[config.mk]
export PLATFORM = sky130hd
export DESIGN_NAME = sample_scheduler
export DESIGN_NICKNAME = d
export VERILOG_FILES = /design/src/rtl/sample_scheduler.sv
export SDC_FILE = /design/constraint.sdc
export NUM_CORES = 2
export LEC_CHECK = 0
export CAP_MARGIN = 20
export CORE_ASPECT_RATIO = 1.1
export CORE_MARGIN = 8
export CORE_UTILIZATION = 52
export DETAILED_ROUTE_END_ITERATION = 8
export PLACE_DENSITY = 0.79
export SETUP_SLACK_MARGIN = 0.4
export SLEW_MARGIN = 20
export SYNTH_ARGS = -nofsm -noshare
export SYNTH_HDL_FRONTEND = slang
export SYNTH_SLANG_ARGS = --single-unit
export TNS_END_PERCENT = 30
[constraint.sdc]
create_clock -name clk -period 14.4 [get_ports clk]
set_clock_uncertainty 0.2 [all_clocks]
set_input_delay 2.16 -clock clk [delete_from_list [all_inputs] [get_ports clk]]
set_output_delay 2.16 -clock clk [all_outputs]
set_load 0.05 [all_outputs]
[src/rtl/sample_scheduler.sv]
// rtl/sample_scheduler.sv - round-robin sample bus sequencer with FWFT capture FIFO
// Polls enabled pin controllers in turn and queues marker-valid sample words for the host.
module sample_scheduler #(
  parameter logic [7:0] POSITION     = 8'd240,
  parameter int         NUM_CHANNELS = 8,
  parameter int         FIFO_AW      = 6
) (
  input  logic               clk,
  input  logic               reset,
  input  logic               enable,
  input  logic [18:0]        addr,
  input  logic               data_wr,
  input  logic               data_rd,
  input  logic [31:0]        data_in,
  output logic [15:0]        data_out,
  output logic               output_sample,
  output logic [7:0]         channel_select,
  input  logic [31:0]        sample_data,
  input  logic               fifo_rd,
  output logic [31:0]        fifo_data,
  output logic               fifo_empty,
  output logic [FIFO_AW:0]   fifo_count
);

  localparam logic [1:0] S_IDLE    = 2'd0;
  localparam logic [1:0] S_SWEEP   = 2'd1;
  localparam logic [1:0] S_CAPTURE = 2'd2;
  localparam logic [1:0] S_WAIT    = 2'd3;

  localparam int              DEPTH      = 1 << FIFO_AW;
  localparam logic [FIFO_AW:0] FULL_COUNT = (FIFO_AW + 1)'(DEPTH);
  localparam logic [31:0]     CH_MASK    = 32'hFFFF_FFFF >> (32 - NUM_CHANNELS);
  localparam logic [4:0]      LAST_CH    = 5'(NUM_CHANNELS - 1);

  logic [1:0]  state;
  logic [4:0]  ch;
  logic [31:0] mask;
  logic [31:0] div;
  logic [31:0] div_cnt;
  logic        start_q;
  logic [15:0] overflow_cnt;
  logic [15:0] marker_err_cnt;
  logic        overflow_seen;

  logic [31:0]        mem [DEPTH];
  logic [FIFO_AW-1:0] wr_ptr;
  logic [FIFO_AW-1:0] rd_ptr;
  logic [FIFO_AW:0]   count;

  logic sel, reg_wr, cmd_start, cmd_stop, cmd_clear;
  logic running, full, empty, last_ch, mask_hit;
  logic capture, marker_ok, push, pop;
  logic addr_unused;

  assign addr_unused = ^addr[18:16];

  assign sel       = enable && (addr[15:8] == POSITION);
  assign reg_wr    = sel && data_wr;
  assign cmd_start = reg_wr && (addr[7:0] == 8'd0) && (data_in == 32'd1);
  assign cmd_stop  = reg_wr && (addr[7:0] == 8'd0) && (data_in == 32'd2);
  assign cmd_clear = reg_wr && (addr[7:0] == 8'd0) && (data_in == 32'd3);

  assign running  = (state != S_IDLE);
  assign full     = (count == FULL_COUNT);
  assign empty    = (count == '0);
  assign last_ch  = (ch == LAST_CH);
  assign mask_hit = mask[ch];

  // A STOP landing on the capture edge discards the word in flight.
  assign capture   = (state == S_CAPTURE) && !cmd_stop;
  assign marker_ok = (sample_data[15:1] == 15'h55E7);
  assign push      = capture && marker_ok && !full;
  assign pop       = fifo_rd && !empty;

  assign output_sample  = (state == S_SWEEP) && mask_hit;
  assign channel_select = {3'b000, ch};
  assign fifo_data      = empty ? 32'd0 : mem[rd_ptr];
  assign fifo_empty     = empty;
  assign fifo_count     = count;

  always_ff @(posedge clk) begin
    if (reset) begin
      mask <= '0;
      div  <= '0;
    end else if (reg_wr) begin
      if (addr[7:0] == 8'd1) mask <= data_in & CH_MASK;
      if (addr[7:0] == 8'd2) div  <= data_in;
    end
  end

  // START is registered before IDLE acts on it; STOP takes effect on its own edge.
  always_ff @(posedge clk) begin
    if (reset) begin
      state   <= S_IDLE;
      ch      <= '0;
      div_cnt <= '0;
      start_q <= 1'b0;
    end else begin
      start_q <= cmd_start && (state == S_IDLE);
      if (cmd_stop) begin
        state <= S_IDLE;
        ch    <= '0;
      end else begin
        case (state)
          S_IDLE: begin
            if (start_q) begin
              state <= S_SWEEP;
              ch    <= '0;
            end
          end
          S_WAIT: begin
            if (div_cnt == '0) begin
              state <= S_SWEEP;
              ch    <= '0;
            end else begin
              div_cnt <= div_cnt - 32'd1;
            end
          end
          S_SWEEP: begin
            if (mask_hit) begin
              state <= S_CAPTURE;
            end else if (last_ch) begin
              state   <= S_WAIT;
              div_cnt <= div;
              ch      <= '0;
            end else begin
              ch <= ch + 5'd1;
            end
          end
          default: begin
            if (last_ch) begin
              state   <= S_WAIT;
              div_cnt <= div;
              ch      <= '0;
            end else begin
              state <= S_SWEEP;
              ch    <= ch + 5'd1;
            end
          end
        endcase
      end
    end
  end

  always_ff @(posedge clk) begin
    if (reset || cmd_clear) begin
      overflow_cnt   <= '0;
      marker_err_cnt <= '0;
      overflow_seen  <= 1'b0;
    end else if (capture) begin
      if (!marker_ok) begin
        if (marker_err_cnt != 16'hFFFF) marker_err_cnt <= marker_err_cnt + 16'd1;
      end else if (full) begin
        overflow_seen <= 1'b1;
        if (overflow_cnt != 16'hFFFF) overflow_cnt <= overflow_cnt + 16'd1;
      end
    end
  end

  // Fullness is judged before the pop, so a push into a full FIFO is lost even with fifo_rd.
  always_ff @(posedge clk) begin
    if (reset || cmd_clear) begin
      wr_ptr <= '0;
      rd_ptr <= '0;
      count  <= '0;
    end else begin
      if (push) wr_ptr <= wr_ptr + 1'b1;
      if (pop)  rd_ptr <= rd_ptr + 1'b1;
      case ({push, pop})
        2'b10:   count <= count + 1'b1;
        2'b01:   count <= count - 1'b1;
        default: count <= count;
      endcase
    end
  end

  always_ff @(posedge clk) begin
    if (push) mem[wr_ptr] <= sample_data;
  end

  always_ff @(posedge clk) begin
    if (reset) begin
      data_out <= '0;
    end else if (sel && data_rd) begin
      case (addr[7:0])
        8'd8:    data_out <= {12'b0, running, full, empty, overflow_seen};
        8'd9:    data_out <= 16'(count);
        8'd10:   data_out <= overflow_cnt;
        8'd11:   data_out <= marker_err_cnt;
        default: data_out <= '0;
      endcase
    end else begin
      data_out <= '0;
    end
  end

endmodule

After elaboration in Yosys (flattened, before gate mapping). Memories as Yosys holds them, arrays and structs flattened. A register that Yosys moved wholly into a read port is not among the register bits. Cells that the tools add are included.

Memories kept: 1. Bits in registers: 148. RAM bits: 2048. Output and inout port bits: 65. Bits in read-only memories: 0. Bits in latches: 0. Bits of input ports: 89.

Memory list: mem (words 64, width 32, read ports 1, clocked after Yosys merged registers in 1, wr ports 1, RTL line 45) `logic [31:0] mem [DEPTH];`.

Eq/ne operators: 25. Order comparisons: 1. $mul: 0. Divide/modulo/power cells: 0. Multiplexer cells: 24. Bitwise operators: 4. Shifts and indexed selects: 0. Reduce and logical (&&, ||, !) cells: 33. Add/sub/neg operators: 8.

Operators by type and width (number): 32-bit 2-to-1 mux (4); 32-bit case mux with 3 select lines (1); 32-bit by 2-bit equality test with 1-bit output (second input constant) (2); 16-bit case mux with 4 select lines (1); 16-bit by 1-bit adder with 16-bit output (second input constant) (2); 32-bit by 1-bit equality test with 1-bit output (second input constant) (1); 8-bit by 4-bit equality test with 1-bit output (second input constant) (4); 32-bit zero test (1); 16-bit inequality test (second input constant) (2); 32-bit by 1-bit subtractor with 32-bit output (second input constant) (1); 5-bit 2-to-1 mux (4); 15-bit equality test (second input constant) (1); 5-bit case mux with 3 select lines (1); 7-bit case mux with 2 select lines (1); 1-bit logical AND (13); 6-bit by 1-bit adder with 6-bit output (second input constant) (2); 6-bit 2-to-1 mux (2); 3-bit AND reduction (4); 2-bit 2-to-1 mux (5); 8-bit by 1-bit equality test with 1-bit output (second input constant) (1); 8-bit by 2-bit equality test with 1-bit output (second input constant) (1); 8-bit equality test (second input constant) (1); 8-bit zero test (1); 2-bit inequality test (second input constant) (4); other kinds (21) (35).

Depth between registers and ports, before layout.
Depth after elaboration: 11. Mapped depth: 17. Mapped depth without buffers: 14.

Worst setup path before layout. Ideal clock, no wire load.

Kind: input port to flip-flop. Start point: input port addr[1]. End point: register count[6] (netlist: fifo_count[6]). Stages on the path: 17. Slack: 8.254 ns. Arrival time: 5.876 ns. Cells stage by stage: clkbuf_1 -> nor4_1 -> nand4_1 -> o41ai_1 -> buf_2 -> nor2_1 -> inv_1 -> ha_1 -> buf_1 -> xor2_1 -> ha_1 -> a21oi_1 -> and3b_1 -> a221oi_1 -> a222oi_1 -> or3_1 -> a21oi_1.

Word-level cells in the longest chain between the ends: 9. Elaborated cells between the ends (all ways): 13. Those cells by class: eq/ne: 2; mux: 1; reduce/logical: 10.

RTL lines: start, declared (RTL line 11) `input logic [18:0] addr,`; 8-bit zero test * (RTL line 60, 61); 1-bit logical AND * (RTL line 60, 61); 1-bit logical AND (RTL line 60) `assign cmd_stop = reg_wr && (addr[7:0] == 8'd0) && (data_in == 32'd2);`; 1-bit zero test (RTL line 70) `assign capture = (state == S_CAPTURE) && !cmd_stop;`; 1-bit logical AND (RTL line 70); 1-bit logical AND (2 in series) (RTL line 72) `assign push = capture && marker_ok && !full;`; 2-bit by 1-bit equality test with 1-bit output or 2-bit equality test (tied branches) (RTL line 169) `case ({push, pop})`; 7-bit case mux with 2 select lines or 2-bit nonzero test (tied branches); end signal, assigned (RTL line 170) `2'b10: count <= count + 1'b1;`; end signal, assigned (RTL line 171) `2'b01: count <= count - 1'b1;`; end signal, assigned (RTL line 172) `default: count <= count;`; end, declared (RTL line 48) `logic [FIFO_AW:0] count;`.

Every way passes the cells marked *; elsewhere a longest branch is shown, timed or not. A chain may end at the register's enable or synchronous reset.

==> out/qor.csv <==
metric,value,unit
final wirelength,230400,um
IO Pins,154,
Final period util,59.64,%
Post-CTS Hold Buffers,0,
status,completed,
commonest cells in the netlist,"edfxtp_1 (2,048), mux4_2 (555), nor2_1 (222)",
root buffer cell,clkbuf_16,
final worst path period need,8.588,ns
Fillers,11146,
fmax,116.4,MHz
global-route wire length before repair,327300,um
Worst Setup Start Kind,register,
Post-Layout Inst Area,97050,um2
async set-reset flop share out of synthesis,0,%
die area,178200,um2
setup TNS,0,ns
CTS Sinks,2202,
Slew Limit Fails,0,
Compound-Gate Fraction of Synth Area,2.976,%
Post-Syn Instances,4224,
Area Overhead vs Synth,13.13,%
number of max-cap violations,0,
vias in the first global route,46428,
FF+latch area,64600,um2
met2 GRT Util,40.63,%
DRC viols,0,
Worst Setup End Kind,output pin,
CP Max Fanout,55,
DR WL/cell,33.60,um
adder-cell area share of the yosys netlist,0.1896,%
Skew-Pair Late Insertion Delay,0.87,ns
Yosys top cell by area,edfxtp_1,
Final GP Congestion,0.8343,
Most used DFF post-synth,edfxtp_1,
largest family of logic cells by synthesized area,multiplexers,
final hold violation count,0,
total core area,164200,um2
mux contribution to synthesized area,16.21,%
FP Rows,156,
endpoints failing setup,0,
simple-gate share of the synthesized area,3.584,%
vias,45849,
Routed Antenna Nets,0,
"Cell Area, Placed",90320,um2
Synth area leaders,"edfxtp_1 (72%), mux4_2 (15%), dfxtp_1 (3.6%), mux2i_1 (1.5%), nor2_1 (0.97%)",
"EDFF count, synth",2048,
Max H-tree Level,4,
Peak VDD IR,0.0001193,V
DR pass1 iterations,6,
worst-margin pin slew,1.159,ns
mapped cell area,85780,um2
most common cell in the netlist,edfxtp_1,
# resized after CTS,0,
Synth Warn #,0,
Initial Util,52.26,%
RSZ-0062 raised after global routing,no,
M1 GR Usage,31.86,%
slew margin rel.,22.76,%
Via density,6.686,
Initial DRC Count,7028,
clock buffer depth,3,
clock-pin slew on the worst setup and hold paths,0.06,ns
Setup Crit Path Kind,reg2out,
Global Route Usage Sum,25.33,%
Nets,4576,
area of the multi-input gates,20550,um2
mean cell area of the mapped netlist,20.31,um2
initial antenna violation count,7,
Synth Area in XOR/XNOR,0.3880,%
largest net degree at the start of global routing,105,
Yosys top cell area share,71.69,%
Num CTS Buffers,207,
TritonCTS clock tree,yes,
Die Y,442.0,um
GR peak layer,met2,
share of cells above drive strength 1,23.98,%
IO Port Bufs,147,
critical path arrival,6.23,ns
worst hold-check path type,reg2reg,
register area share after synthesis,75.29,%
GRT overflow,0,
Crit path required time,12.04,ns
met3 global-route usage,7.130,%
Yosys cell types,80,
post-DP HPWL,120800,um
die width,403.3,um
Leak,29.63,nW
post-synthesis register bit count,2202,
power density over the cells,128.7,nW/um2
Post-CTS Setup Bufs,0,
r2r setup slk,9.56,ns
[metrics by stage]
step	setup slack [ns]	cells	power, mW	utilization [%]	hold WS, ns
after floorplan	8.254	4226	7.145	-	0.2322
after global placement	6.870	6473	7.250	55.02	0.2452
after detailed placement	6.849	6473	7.260	55.02	0.2534
after CTS	5.875	6849	12.52	59.04	0.2641
after global routing	5.602	6854	12.76	59.12	0.2783
final	5.812	6857	12.49	59.12	0.2614
[worst paths after layout]
| path | start | to | cells past startpoint |
|---|---|---|---|
| setup / recovery | register | fifo_data[4] | 9 |
| hold / removal | mask[3] | mask[3] | 2 |
| setup reg to reg | state[1] | mem[54][18] | 7 |
| hold reg to reg | mask[3] | mask[3] | 2 |
[cell families after synthesis]
logic type	count (synthesis)
flip-flops	2202
multiplexers	694
XOR/XNOR	38
adder cells (fa/ha/maj)	13
other	1
AO/OA/AOI/OAI	381
buffers and inverters	269
AND/OR/NAND/NOR	626
[cell usage in the layout (no fill, tap or decap), types with 9 or more instances in the layout]
cell type        synthesis  final
nand2b_1                17     17
o22ai_1                 35     35
mux4_2                 555    555
o32ai_1                 18     18
buf_2                   65     26
and2_1                   9     10
ha_1                    13     12
xnor2_1                 25     25
mux2i_1                130    130
nand4_1                 20     20
buf_4                   17    131
nor2_1                 222    157
inv_1                   27     27
a22oi_1                 57     57
nand2_1                129    129
a21oi_1                 83     83
a211oi_1                37     37
nor2b_1                 29     26
nand3_1                 51     51
or4_1                   13     13
clkinv_2                 0     31
clkdlybuf4s50_1          0    114
clkinv_1                 1     50
a221oi_1                10     10
bufinv_16                0     15
clkbuf_1               109     44
and3_1                  10     10
xor2_1                  13     13
nor2_4                   0     64
o21ai_0                 60     59
nor3_1                  41     41
dfxtp_1                154    149
nor4_1                  37     37
a31oi_1                 17     17
edfxtp_1              2048   2048
clkbuf_16                0    207
a32oi_1                  9      9
[worst max-delay path, stage by stage, from the launching register on]
cell,delay [ns]
dfxtp_4,0.93
buf_4,0.77
buf_4,0.74
mux4_2,0.41
a22o_1,0.24
a221oi_1,0.45
o22ai_1,0.20
nor3_1,0.68
nor2_1,0.10
clkdlybuf4s50_1,0.76
[power by group]
part	total (mW)	leakage, nW	switching [mW]	internal [mW]
Combinational	0.146	6.78	0.117	0.0286
Sequential	6.98	19.6	0.00122	6.98
Clock	5.36	3.20	2.42	2.94
[layout make-up]
class / instances / share of cell area, %
timing repair buffer: 278 / 2.474
clock inverter: 123 / 1.271
sequential: 2202 / 66.57
inverter: 30 / 0.1186
antenna: 4 / 0.01031
clock buffer: 253 / 5.536
multi-input combinational: 1755 / 21.17
tap: 2212 / 2.852
[registers in the layout, summed over array words and instances (netlist names), named ones only]
name,cells
mem,2048
div,32
div_cnt,32
data_out,16
marker_err_cnt,16
overflow_cnt,16
mask,8
fifo_count,7
rd_ptr,6
wr_ptr,6
ch,5
state,2
overflow_seen,1
start_q,1
[layer usage]
| metal | share of wire [%] | up-vias | wire length (um) |
|---|---|---|---|
| li1 | - | 18037 | - |
| met1 | 34 | 23542 | 77810 |
| met2 | 48 | 3541 | 110800 |
| met3 | 12 | 723 | 28490 |
| met4 | 5.7 | 6 | 13200 |
| met5 | 0.021 | - | 48 |
(Power assumes the default switching activity.)
